File: config.mk
export PLATFORM = sky130hd
export DESIGN_NAME = alu_arbiter
export DESIGN_NICKNAME = d
export VERILOG_FILES = /design/src/rtl/alu_arbiter.sv
export SDC_FILE = /design/constraint.sdc
export NUM_CORES = 1
export LEC_CHECK = 0
export CORE_AREA = 2 2 107 109
export DETAILED_ROUTE_END_ITERATION = 10
export DIE_AREA = 0 0 109 111
export GPL_ROUTABILITY_DRIVEN = 0
export GPL_TIMING_DRIVEN = 0
export HOLD_SLACK_MARGIN = 0.08
export SETUP_SLACK_MARGIN = 0.05
export SYNTH_ARGS = -nofsm -noshare
export SYNTH_HDL_FRONTEND = slang
export SYNTH_SLANG_ARGS = --single-unit
File: constraint.sdc
create_clock -name clk -period 3.5 [get_ports clk]
set_input_delay 0.35 -clock clk [delete_from_list [all_inputs] [get_ports clk]]
set_output_delay 0.35 -clock clk [all_outputs]
set_load 0.01 [all_outputs]
File: src/rtl/alu_arbiter.sv
// Two-requester front end for one shared combinational ALU, with a single registered response slot.
// Latency 1 cycle; the response slot holds until the consumer takes it. Round-robin when ALU_ARB_ROUND_ROBIN_EN is defined, otherwise fixed priority.
module alu_arbiter #(
    parameter int XLEN = 32
) (
    input  logic            clk,
    input  logic            reset,
    input  logic            req0_valid,
    output logic            req0_ready,
    input  logic [XLEN-1:0] req0_in1,
    input  logic [XLEN-1:0] req0_in2,
    input  logic [3:0]      req0_op,
    input  logic            req1_valid,
    output logic            req1_ready,
    input  logic [XLEN-1:0] req1_in1,
    input  logic [XLEN-1:0] req1_in2,
    input  logic [3:0]      req1_op,
    output logic [XLEN-1:0] alu_in1,
    output logic [XLEN-1:0] alu_in2,
    output logic [3:0]      alu_control,
    input  logic [XLEN-1:0] alu_out,
    input  logic            alu_zero,
    output logic            rsp_valid,
    input  logic            rsp_ready,
    output logic            rsp_id,
    output logic [XLEN-1:0] rsp_out,
    output logic            rsp_zero,
    output logic            rsp_err
);

    typedef enum logic {IDLE, RESP} state_t;

    state_t          state_q;
    logic            rsp_id_q;
    logic [XLEN-1:0] rsp_out_q;
    logic            rsp_zero_q;
    logic            rsp_err_q;
`ifdef ALU_ARB_ROUND_ROBIN_EN
    logic            last_grant_q;
`endif

    logic            open_win;
    logic            pick1;
    logic            gnt0;
    logic            gnt1;
    logic [3:0]      sel_op;
    logic            sel_legal;
    logic [XLEN-1:0] rsp_out_d;
    logic            rsp_zero_d;

    function automatic logic op_legal(input logic [3:0] op);
        return (op == 4'b0000) || (op == 4'b0001) || (op == 4'b0010) || (op == 4'b0110);
    endfunction

    always_comb begin
        // The slot can take a new result when empty or when it is being drained this cycle.
        open_win = !reset && ((state_q == IDLE) || rsp_ready);
`ifdef ALU_ARB_ROUND_ROBIN_EN
        pick1 = req1_valid && (!req0_valid || !last_grant_q);
`else
        pick1 = req1_valid && !req0_valid;
`endif
        gnt1 = open_win && pick1;
        gnt0 = open_win && req0_valid && !pick1;

        sel_op    = gnt1 ? req1_op : req0_op;
        sel_legal = op_legal(sel_op);

        alu_in1     = '0;
        alu_in2     = '0;
        alu_control = 4'b0000;
        if (gnt0) begin
            alu_in1 = req0_in1;
            alu_in2 = req0_in2;
        end else if (gnt1) begin
            alu_in1 = req1_in1;
            alu_in2 = req1_in2;
        end
        if ((gnt0 || gnt1) && sel_legal) begin
            alu_control = sel_op;
        end

        rsp_out_d  = sel_legal ? alu_out : '0;
        rsp_zero_d = sel_legal ? alu_zero : 1'b0;
    end

    always_ff @(posedge clk) begin
        if (reset) begin
            state_q    <= IDLE;
            rsp_id_q   <= 1'b0;
            rsp_out_q  <= '0;
            rsp_zero_q <= 1'b0;
            rsp_err_q  <= 1'b0;
`ifdef ALU_ARB_ROUND_ROBIN_EN
            last_grant_q <= 1'b1;
`endif
        end else if (gnt0 || gnt1) begin
            state_q    <= RESP;
            rsp_id_q   <= gnt1;
            rsp_out_q  <= rsp_out_d;
            rsp_zero_q <= rsp_zero_d;
            rsp_err_q  <= !sel_legal;
`ifdef ALU_ARB_ROUND_ROBIN_EN
            last_grant_q <= gnt1;
`endif
        end else if ((state_q == RESP) && rsp_ready) begin
            state_q <= IDLE;
        end
    end

    assign req0_ready = gnt0;
    assign req1_ready = gnt1;
    assign rsp_valid  = (state_q == RESP);
    assign rsp_id     = rsp_id_q;
    assign rsp_out    = rsp_out_q;
    assign rsp_zero   = rsp_zero_q;
    assign rsp_err    = rsp_err_q;

endmodule
==> run summary <==
Synth warn: 0
Fraction of layout cells with a size suffix above 1: 6.90%
MaxCap Viol Count: 0
Post-synth EDFFs: 0
Num rows: 39
Final Critical Period: 2.92 ns
Antenna Diode Count: 0
Hold_ws: 0.471 ns
Kind of start point of the critical path: input port
Sw Pwr: 0.000325 W
Pint: 0.00123 W
Slew headroom: 65.2%
Chip width: 109 um
Starting Density: 17.1%
Num CTS Buffers: 5
Max incr delay on CP: 0.55 ns
Via count: 2723
H-tree depth: 2
Most frequent CP cell: clkdlybuf4s50_1
Design area: 5070 sq um
Worst Path Arrival: 2.57 ns
Pins Over Slew Limit: 0
Worst Clk Skew: 0.00725 ns
CTS Root Cell: clkbuf_16
Total power: 0.00156 W
IO buf count: 278
Pwr dens: 307 nW/um^2
WP data required: 3.15 ns
Worst Tran Pin Value: 0.522 ns
IO Pins: 280
Async SR Flop Fraction: 0%
Hold Crit Endpoint: rsp_id
Largest net degree at the start of global routing: 13
Post-Syn Instances: 178
Sequential fraction of the synthesis area: 38.0%
Sw frac: 20.9%
Gate power share: 30.3%
Resized cells post-CTS: 0
Setup repair bufs after CTS: 0
GR Util All Layers: 15.8%
Clk sinks: 36
Hold Path Class: reg2reg
Antenna Nets Post-Route: 0
Post-synth cell types: 21
Layout area overhead: 168%
Post-route DRC: 0
DIE HEIGHT: 111 um
Post-cts hold buffer count: 0
Clock Path Buffers: 2
Synthesized area: 1890 sq um
Final setup viols: 0
First-pass GRT wire length: 14900 um
VDD IR max: 0.000276 V
CTS tree: yes
Die Area: 12100 sq um
Average wire per standard cell: 16.9 um
Worst R2R Path Depth: 5
Initial antenna violation count: 0
Reg2reg end: rsp_out[21]
Syn nets: 352
TritonRoute pass-1 iters: 4
Worst Path Buf+Inv: 3
CP max-delay cell: clkdlybuf4s50_1
Syn avg cell area: 10.6 sq um
Sequential share of power: 28.0%
Leak: 1.98 nW
Fin crit share: 83.5%
Critical setup path kind: in2out
DRT iter0 DRCs: 109
Post-Route WL: 10300 um
Setup crit end kind: primary output
Fillers: 1106
Final Core Density: 45.8%
FF-to-FF setup slack: 1.99 ns
Primary FF master, synth: dfxtp_1
Core footprint: 11100 sq um
Final hold violation count: 0
Nets: 637
Via density: 4.49
Placed inst area: 4860 sq um
Hold Path Origin: rsp_id
Clk pwr share: 41.7%
F_max: 342 MHz
Hold Path Depth: 2
Clk_lat worst skew: 0.28 ns
Vias in the first global route: 2818
GR Overflow Total: 0
Critical R2R Launch: rsp_valid
Crit path max-delay family: buffers and inverters
Worst-path clk slew: 0.05 ns
RSZ-0062 raised after global routing: no
Status: completed
Seq cells post-synth: 36
Crit Path Max Fanout: 10
TNS Setup: 0 ns
Post-DP HPWL: 8660 um
CP Cell Sequence: clkdlybuf4s50_1, nor4b_4, clkbuf_1, a22o_1, clkdlybuf4s50_1
Critical path origin: req0_valid
layout by cell type, fill, tap and decap left out, types with 2 or more instances in the layout:
master,instances
a22o_1,100
buf_2,13
buf_4,3
buf_6,3
bufinv_16,3
clkbuf_1,2
clkbuf_16,5
clkdlybuf4s50_1,278
dfxtp_1,36
nor2_1,6
nor3_1,2
cell usage after synthesis, types with 2 or more instances:
library cell  count  area (sq um)
buf_6             3          33.8
dfxtp_1          36           721
clkbuf_1          2          7.51
nor3_1            2          10.0
buf_4             3          22.5
buf_2            13          65.1
nor2_1            6          22.5
a22o_1          100           876
how the worst max path moves through the flow:
stage	endpoint	slack, ns	depth (start not counted)
2_1_floorplan	alu_in1[14]	1.84	5
3_5_place_dp	alu_in1[5]	0.55	5
3_3_place_gp	alu_in1[5]	0.57	5
5_1_grt	alu_in1[12]	0.45	5
6_report	alu_in1[5]	0.58	5
4_1_cts	alu_in1[5]	0.56	5
area by class of cell:
cell class                      count  area (sq um)  area share, %
Clock inverter                      3          90.1           1.78
Clock buffer                        5           125           2.47
Buffer                             22           133           2.62
Timing Repair Buffer              278          2780           54.9
Tap cell                          143           179           3.53
Multi-Input combinational cell    120          1040           20.5
Sequential cell                    36           721           14.2
cells by family after synthesis:
| logic type | after synthesis | synth area share (%) |
|---|---|---|
| other | 1 | 0.198 |
| AND/OR/NAND/NOR | 15 | 6.54 |
| AO/OA/AOI/OAI | 103 | 47.4 |
| flip-flops | 36 | 38.0 |
| multiplexers | 1 | 0.792 |
| buffers and inverters | 22 | 7.00 |
through the flow:
stage / setup slack [ns] / instances
2_1_floorplan: 1.84 / 178
3_3_place_gp: 0.572 / 599
3_5_place_dp: 0.554 / 599
4_1_cts: 0.558 / 607
5_1_grt: 0.445 / 607
6_report: 0.579 / 607
routing by layer:
| metal | wire length [um] | vias to the layer above | track usage [%] |
|---|---|---|---|
| met2 | 5210 | 147 | 29.2 |
| li1 | - | 1297 | - |
| met4 | 144 | 0 | 4.02 |
| met5 | 0 | - | 0 |
| met1 | 3870 | 1269 | 16.9 |
| met3 | 1030 | 10 | 4.94 |
worst min-delay path, stage by stage, from the launching register on:
cell,delay (ns)
dfxtp_1,0.31
nand2b_1,0.06
o21bai_1,0.05
state kept, by name, summed over array words and instances (netlist names):
| register | flops |
|---|---|
| rsp_out | 32 |
| rsp_err | 1 |
| rsp_id | 1 |
| rsp_valid | 1 |
| rsp_zero | 1 |
power groups by stage:
stage	Sequential (W)	Clock [W]	Combinational, W
2_1_floorplan	0.000451	0	0.000126
3_3_place_gp	0.000443	0	0.000470
3_5_place_dp	0.000443	0	0.000474
4_1_cts	0.000435	0.000663	0.000476
5_1_grt	0.000437	0.000678	0.000502
6_report	0.000435	0.000650	0.000472
Note: power is estimated with default switching activity, not from simulation.
